`config.mk`:
```
export PLATFORM = sky130hd
export DESIGN_NAME = multicycle_control_unit
export DESIGN_NICKNAME = d
export VERILOG_FILES = /design/src/rtl/multicycle_control_unit.sv
export SDC_FILE = /design/constraint.sdc
export NUM_CORES = 1
export LEC_CHECK = 0
export CAP_MARGIN = 5
export CELL_PAD_IN_SITES_DETAIL_PLACEMENT = 0
export CELL_PAD_IN_SITES_GLOBAL_PLACEMENT = 1
export CORE_MARGIN = 5
export CORE_UTILIZATION = 34
export DETAILED_ROUTE_END_ITERATION = 6
export MAX_ROUTING_LAYER = met4
export PLACE_DENSITY_LB_ADDON = 0.1
export SKIP_CTS_REPAIR_TIMING = 1
export SKIP_LAST_GASP = 1
export SYNTH_ARGS = -nofsm -noshare
export SYNTH_HDL_FRONTEND = slang
export SYNTH_SLANG_ARGS = --single-unit
```
`constraint.sdc`:
```
create_clock -name clk -period 2.4 [get_ports clk]
set_clock_uncertainty 0.2 [all_clocks]
set_input_delay 0.6 -clock clk [delete_from_list [all_inputs] [get_ports clk]]
set_output_delay 0.6 -clock clk [all_outputs]
set_load 0.005 [all_outputs]
```
`src/rtl/multicycle_control_unit.sv`:
```
// Main control FSM for the multi-cycle MIPS datapath: fetch/decode/execute/mem/writeback sequencing.
// Latency: outputs are combinational from the state (and mem_ready in FETCH); lw 5, sw/R/addi 4, beq/j 3, illegal 2 cycles.
// Backpressure: mem_ready=0 holds FETCH, MEM_RD and MEM_WR one extra cycle each; other states ignore it.
module multicycle_control_unit #(
    parameter bit JUMP_EN = 1'b1,
    parameter int CNT_W   = 16
) (
    input  logic             clk,
    input  logic             rst,
    input  logic [5:0]       instr_op,
    input  logic             mem_ready,
    output logic             pc_write,
    output logic             pc_write_cond,
    output logic             i_or_d,
    output logic             mem_read,
    output logic             mem_write,
    output logic             ir_write,
    output logic             mem_to_reg,
    output logic             reg_dst,
    output logic             reg_write,
    output logic             alu_src_a,
    output logic [1:0]       alu_src_b,
    output logic [1:0]       alu_op,
    output logic [1:0]       pc_source,
    output logic [3:0]       state,
    output logic             illegal_op,
    output logic [CNT_W-1:0] retired
);

    localparam logic [3:0] S_FETCH     = 4'd0;
    localparam logic [3:0] S_DECODE    = 4'd1;
    localparam logic [3:0] S_MEM_ADDR  = 4'd2;
    localparam logic [3:0] S_MEM_RD    = 4'd3;
    localparam logic [3:0] S_MEM_WB    = 4'd4;
    localparam logic [3:0] S_MEM_WR    = 4'd5;
    localparam logic [3:0] S_R_EXEC    = 4'd6;
    localparam logic [3:0] S_R_WB      = 4'd7;
    localparam logic [3:0] S_BRANCH    = 4'd8;
    localparam logic [3:0] S_JUMP      = 4'd9;
    localparam logic [3:0] S_ADDI_EXEC = 4'd10;
    localparam logic [3:0] S_ADDI_WB   = 4'd11;

    localparam logic [5:0] OP_RTYPE = 6'b000000;
    localparam logic [5:0] OP_LW    = 6'b100011;
    localparam logic [5:0] OP_SW    = 6'b101011;
    localparam logic [5:0] OP_BEQ   = 6'b000100;
    localparam logic [5:0] OP_ADDI  = 6'b001000;
    localparam logic [5:0] OP_J     = 6'b000010;

    logic [3:0]       state_q;
    logic [3:0]       state_nxt;
    logic [5:0]       op_q;
    logic             op_legal;
    logic             retire_evt;
    logic [CNT_W-1:0] retired_q;

    // Opcode legality as seen in DECODE; j only counts when jumps are built in
    always_comb begin
        op_legal = 1'b0;
        case (instr_op)
            OP_RTYPE, OP_LW, OP_SW, OP_BEQ, OP_ADDI: op_legal = 1'b1;
            OP_J:                                    op_legal = JUMP_EN;
            default:                                 op_legal = 1'b0;
        endcase
    end

    // State, latched opcode and retired counter; reset aborts any in-flight instruction
    always_ff @(posedge clk) begin
        if (rst) begin
            state_q   <= S_FETCH;
            op_q      <= 6'd0;
            retired_q <= '0;
        end else begin
            state_q <= state_nxt;
            if (state_q == S_DECODE) begin
                op_q <= instr_op;
            end
            if (retire_evt) begin
                retired_q <= retired_q + CNT_W'(1);
            end
        end
    end

    // Next-state selection; MEM_ADDR uses the opcode captured in DECODE since the IR field may move on
    always_comb begin
        state_nxt = state_q;
        case (state_q)
            S_FETCH:     state_nxt = mem_ready ? S_DECODE : S_FETCH;
            S_DECODE: begin
                case (instr_op)
                    OP_RTYPE:      state_nxt = S_R_EXEC;
                    OP_LW, OP_SW:  state_nxt = S_MEM_ADDR;
                    OP_BEQ:        state_nxt = S_BRANCH;
                    OP_ADDI:       state_nxt = S_ADDI_EXEC;
                    OP_J:          state_nxt = JUMP_EN ? S_JUMP : S_FETCH;
                    default:       state_nxt = S_FETCH;
                endcase
            end
            S_MEM_ADDR:  state_nxt = (op_q == OP_LW) ? S_MEM_RD : S_MEM_WR;
            S_MEM_RD:    state_nxt = mem_ready ? S_MEM_WB : S_MEM_RD;
            S_MEM_WB:    state_nxt = S_FETCH;
            S_MEM_WR:    state_nxt = mem_ready ? S_FETCH : S_MEM_WR;
            S_R_EXEC:    state_nxt = S_R_WB;
            S_R_WB:      state_nxt = S_FETCH;
            S_BRANCH:    state_nxt = S_FETCH;
            S_JUMP:      state_nxt = S_FETCH;
            S_ADDI_EXEC: state_nxt = S_ADDI_WB;
            S_ADDI_WB:   state_nxt = S_FETCH;
            default:     state_nxt = S_FETCH;
        endcase
    end

    // Moore outputs per state; everything is held low while reset is asserted
    always_comb begin
        pc_write      = 1'b0;
        pc_write_cond = 1'b0;
        i_or_d        = 1'b0;
        mem_read      = 1'b0;
        mem_write     = 1'b0;
        ir_write      = 1'b0;
        mem_to_reg    = 1'b0;
        reg_dst       = 1'b0;
        reg_write     = 1'b0;
        alu_src_a     = 1'b0;
        alu_src_b     = 2'b00;
        alu_op        = 2'b00;
        pc_source     = 2'b00;
        illegal_op    = 1'b0;
        retire_evt    = 1'b0;
        if (!rst) begin
            case (state_q)
                S_FETCH: begin
                    mem_read  = 1'b1;
                    alu_src_b = 2'b01;
                    ir_write  = mem_ready;
                    pc_write  = mem_ready;
                end
                S_DECODE: begin
                    alu_src_b  = 2'b11;
                    illegal_op = !op_legal;
                end
                S_MEM_ADDR, S_ADDI_EXEC: begin
                    alu_src_a = 1'b1;
                    alu_src_b = 2'b10;
                end
                S_MEM_RD: begin
                    mem_read = 1'b1;
                    i_or_d   = 1'b1;
                end
                S_MEM_WB: begin
                    mem_to_reg = 1'b1;
                    reg_write  = 1'b1;
                    retire_evt = 1'b1;
                end
                S_MEM_WR: begin
                    mem_write  = 1'b1;
                    i_or_d     = 1'b1;
                    retire_evt = mem_ready;
                end
                S_R_EXEC: begin
                    alu_src_a = 1'b1;
                    alu_op    = 2'b10;
                end
                S_R_WB: begin
                    reg_dst    = 1'b1;
                    reg_write  = 1'b1;
                    retire_evt = 1'b1;
                end
                S_BRANCH: begin
                    alu_src_a     = 1'b1;
                    alu_op        = 2'b01;
                    pc_write_cond = 1'b1;
                    pc_source     = 2'b01;
                    retire_evt    = 1'b1;
                end
                S_JUMP: begin
                    pc_write   = 1'b1;
                    pc_source  = 2'b10;
                    retire_evt = 1'b1;
                end
                S_ADDI_WB: begin
                    reg_write  = 1'b1;
                    retire_evt = 1'b1;
                end
                default: begin
                end
            endcase
        end
    end

    assign state   = state_q;
    assign retired = retired_q;

endmodule

```
# ---- After elaboration in Yosys (flattened, before gate mapping)
# Index checks and enable logic that the tools add are counted.
dict set report totals {
  ff_bits 26
  latch_bits 0
  mem_bits_rw 0
  rom_bits 0
  input_bits 9
  output_inout_bits 37
  wordCells 69
  memories 0
}
dict set report classes {
  n_addsub 1
  n_mul 0
  div 0
  n_lt_le_gt_ge 0
  n_eq_ne 17
  n_shift 0
  muxes 37
  bitwise 0
  reduce_logical 11
}
# cell n
set op_table {}
lappend op_table {{4-bit one-hot mux with 7 select lines} 1}
lappend op_table {{1-bit 2-to-1 mux} 24}
lappend op_table {{4-bit one-hot mux with 5 select lines} 1}
lappend op_table {{6-bit == test, second input constant} 3}
lappend op_table {{16-bit by 1-bit adder with 16-bit output, second input constant} 1}
lappend op_table {{4-bit by 3-bit == test with 1-bit output, second input constant} 4}
lappend op_table {{4-bit == test, second input constant} 4}
lappend op_table {{3-bit 2-to-1 mux} 3}
lappend op_table {{4-bit by 2-bit == test with 1-bit output, second input constant} 2}
lappend op_table {{2-bit one-hot mux with 2 select lines} 2}
lappend op_table {{2-bit OR reduction} 4}
lappend op_table {{6-bit by 2-bit == test with 1-bit output, second input constant} 1}
lappend op_table {{6-bit by 3-bit == test with 1-bit output, second input constant} 1}
lappend op_table {{6-bit by 4-bit == test with 1-bit output, second input constant} 1}
lappend op_table {{6-bit logical NOT} 1}
lappend op_table {{2-bit 2-to-1 mux} 3}
lappend op_table {{2-bit one-hot mux with 3 select lines} 1}
lappend op_table {{6-bit OR reduction} 1}
lappend op_table {{5-bit OR reduction} 1}
lappend op_table {{4-bit by 1-bit == test with 1-bit output, second input constant} 1}
lappend op_table {{4-bit logical NOT} 1}
lappend op_table {{1-bit one-hot mux with 2 select lines} 2}
lappend op_table {{4-bit OR reduction} 1}
lappend op_table {{3-bit OR reduction} 1}
lappend op_table {{1-bit logical NOT} 1}

# ---- Longest topological paths before layout
dict set report depth {
  ltp_word 6
  ltp_mapped 7
}

# ---- Least setup slack after synthesis
# No wires, ideal clock.
dict set report synth_path {
  path_type {input to output}
  from {input rst}
  to {output reg_write}
  arrival_ns 1.541
  required_ns 1.600
  path_slack_ns 0.059
  path_stages 4
  path_buffers 3
  path_cell_list {clkbuf_1 -> buf_1 -> buf_1 -> nor2_1}
}
dict set report synth_via {
  elab_chain_cells 1
}
# element line
set synth_rtl {}
lappend synth_rtl {{from (decl)} 9} ;# input logic rst,
lappend synth_rtl {{1-bit 2-to-1 mux} 130} ;# if (!rst) begin
lappend synth_rtl {{to (decl)} 20} ;# output logic reg_write,
# Every way passes these cells.

# ---- Worst setup path after layout
dict set report layout_path {
  from {input instr_op[2]}
  to {output illegal_op}
}
dict set report layout_via {
  elab_chain_cells 6
  elab_cells_between_ends 11
  cone_classes {eq/ne (5); mux (3); reduce/logical (3)}
}
# element line
set layout_rtl {}
lappend layout_rtl {{from (decl)} 10} ;# input logic [5:0] instr_op,
lappend layout_rtl {{6-bit by 2-bit == test with 1-bit output, or another cell as far along} 60} ;# case (instr_op)
lappend layout_rtl {{6-bit OR reduction (no line) (*)} --}
lappend layout_rtl {{1-bit 2-to-1 mux (*)} 60}
lappend layout_rtl {{1-bit logical NOT (*)} 140} ;# illegal_op = !op_legal;
lappend layout_rtl {{1-bit 2-to-1 mux (*)} 131} ;# case (state_q)
lappend layout_rtl {{1-bit 2-to-1 mux (*)} 130}
lappend layout_rtl {{to (decl)} 26} ;# output logic illegal_op,
# Every way passes the cells marked *; elsewhere a longest branch is shown, timed or not.

==> metrics.cfg <==
[logic_synthesis]
netlist_area_sq_um = 1604
syn_avg_cell_area_sq_um = 7.749
synth_ff_type = dfxtp_1
synth_cell_types = 46
ys_ff_latch = 26
synth_edf_count = 0
syn_nets = 217
yosysSeqAreaShare_pct = 32.45
async_flop_share_pct = 0
yosys_warnings = 0
synth_top_area_share_pct = 32.45
yosysMostFrequentCell = dfxtp_1
synth_common_cells = dfxtp_1, a21oi_1, nand2_1
synth_area_leaders = dfxtp_1, a21oi_1, or4_1, o31ai_1, nand2_1
syn_inst = 207
yosys.area.top_type = dfxtp_1

[placement]
dp_cells = 325
routabilityCongestion = 0.7940
dp_hpwl_um = 3485
io_buffers = 45

[worst_setup_path]
cp.required_ns = 1.60
crit_arrival_ns = 1.77
crit_slowest_cell = clkdlybuf4s50_1
crit_chain = clkdlybuf4s50_1, xor2_1, o21ai_1, nor4_2, nor2_1, dlymetal6s2s_1
crit_fanout = 3
crit_type = primary input to output port
max_stage_delay_ns = 0.50
rr_worst_depth = 7
endpoint_kind = output port
crit_path_start_kind = primary input

[clocking]
cts_max_path_buffers = 2
cts.sink_count = 26
clock_latency_ns = 0.27
numCtsBuffers = 3
cts.clk_slew.worst_paths_ns = 0.09
htreeDepth = 1
clock-root-buffer = clkbuf_8
cts_tree = built

[grt]
grt_usage_pct = 15.39
grt_max_degree = 21
grt_pass1_vias = 1654
antenna_found_initial = 0
grt_pass1_wl_um = 7652
overflow = 0

[floorplanning]
ios = 46
die_x_um = 78.69
rows = 25
fp.dieH_um = 78.69
coreArea_sq_um = 4661
start_util_pct = 34.42
dieArea_sq_um = 6191

[drt]
num_vias = 1807
drcViolationCount = 0
first_iter_violations = 64
postRouteAntennaNets = 0
dr.pass1.iters = 4
wire_per_inst_um = 14.40
totalWireLength_um = 4767
via_per_inst = 5.459

[power_and_ir_drop]
power_density_nw_per_um2 = 347.2
power_frac_comb_pct = 16.6
switching_share_pct = 24.75
clockPowerShare_pct = 33.0
intPower_uw = 663.6
power_leakage_uw = 0.001108
seqPwrFrac_pct = 50.4
ir_drop_mv = 0.1864
p_sw_uw = 218.2

[status]
status = complete, but fails checks
violations = setup timing

[flow_run]
maxCapViolations = 0

[sta]
final_max_slew_viol_count = 0
slew_headroom_pct = 64.93
tns_ns = -0.3133
setup_ws_ns = -0.1732
fin_crit_sh_pct = 107.2
worst_hold_slack_ns = 0.2796
period_needed_ns = 2.573
worst_slew_pin_slew_ns = 0.5242
finalSetupViolCount = 3
fmax_ghz = 0.3886
rsz0062_at_grt = true
hold_viol = 0

[layout]
instances_no_fill = 331
n_fill_cell = 457
diodes = 0
regArea_sq_um = 528.0
nets = 288
multiInputGateArea_sq_um = 1085
area_delta_synth_final_pct = 58.35
drive_above_1_share_pct = 22.74

[worst_hold_path]
hold_depth = 2
min-delay-path-class = register to register

[routing by layer]
layer  track usage, %  vias to the layer above  routed length (um)
li1                 -                      916                   -
met1            17.93                      846                2116
met2            26.99                       36                2393
met3            3.096                        9                 190
met4            3.846                        0                  66
met5                -                        -                   0
[path summary, 6_finish.rpt]
path	startpoint	end	slack, ns
max	instr_op[2]	illegal_op	-0.17
min	op_q[5]	op_q[5]	0.28
min reg2reg	op_q[5]	op_q[5]	0.28
max reg2reg	state[0]	retired[12]	0.22
[final cells by class]
| type | count | area share, % |
|---|---|---|
| Clock buffer | 4 | 2.167 |
| Inverter | 2 | 0.2956 |
| Multi-Input combinational cell | 163 | 42.71 |
| Sequential cell | 26 | 20.79 |
| Tap cell | 54 | 2.660 |
| Timing Repair Buffer | 82 | 31.38 |
[critical path: cells and delay by family]
family / cells / cell delay, ns
xor+xnor: 1 / 0.16
buf+inv: 2 / 0.65
simple gates: 2 / 0.27
compound gates: 1 / 0.09
[kinds of logic (layout without fill, tap and decap cells)]
kind of cell    after synthesis  count (layout)  share of synthesized area (%)
compound gates               54              54                          20.59
xor+xnor                      3               3                          1.638
buf+inv                      18              88                          5.070
simple gates                102             102                          37.44
mux                           3               3                          2.028
fa+ha+maj                     1               1                         0.7799
flops                        26              26                          32.45
[power by group through the flow]
stage / clock network (uW) / logic [uW] / registers (uW)
4_1_cts: 296 / 137 / 444
3_5_place_dp: 0 / 136 / 454
2_1_floorplan: 0 / 56.8 / 453
5_1_grt: 314 / 161 / 446
3_3_place_gp: 0 / 137 / 454
6_report: 291 / 146 / 445
[flip-flops by register name, summed over array words and instances, names as in the netlist]
register and flops:
retired 16, op_q 6, state 4
[cell usage in the layout (no fill, tap or decap), types with 3 or more instances in the layout]
cell	n
buf_4	34
clkdlybuf4s50_1	28
dfxtp_1	22
a21oi_1	19
dlymetal6s2s_1	16
nand2_1	15
nor2_1	11
or4_1	11
o31ai_1	10
nor2b_1	8
o21ai_0	8
nand3_1	6
nor3_1	5
o21ai_1	5
and3_1	5
nor4b_1	5
nand4_1	4
clkbuf_8	4
or2_1	3
nand2b_4	3
nor3_2	3
or3_1	3
dfxtp_2	3
[through the flow]
step	utilization, %	area (sq um)	setup slack (ns)	total power, uW
6_report	54.50	2540	-0.1732	881.8
2_1_floorplan	-	1604	0.05881	510.0
3_5_place_dp	49.85	2323	-0.5878	590.3
4_1_cts	51.03	2379	-0.5986	877.1
5_1_grt	54.50	2540	-0.2830	921.1
3_3_place_gp	49.85	2323	-0.5825	590.6
Note: power is estimated with default switching activity, not from simulation.
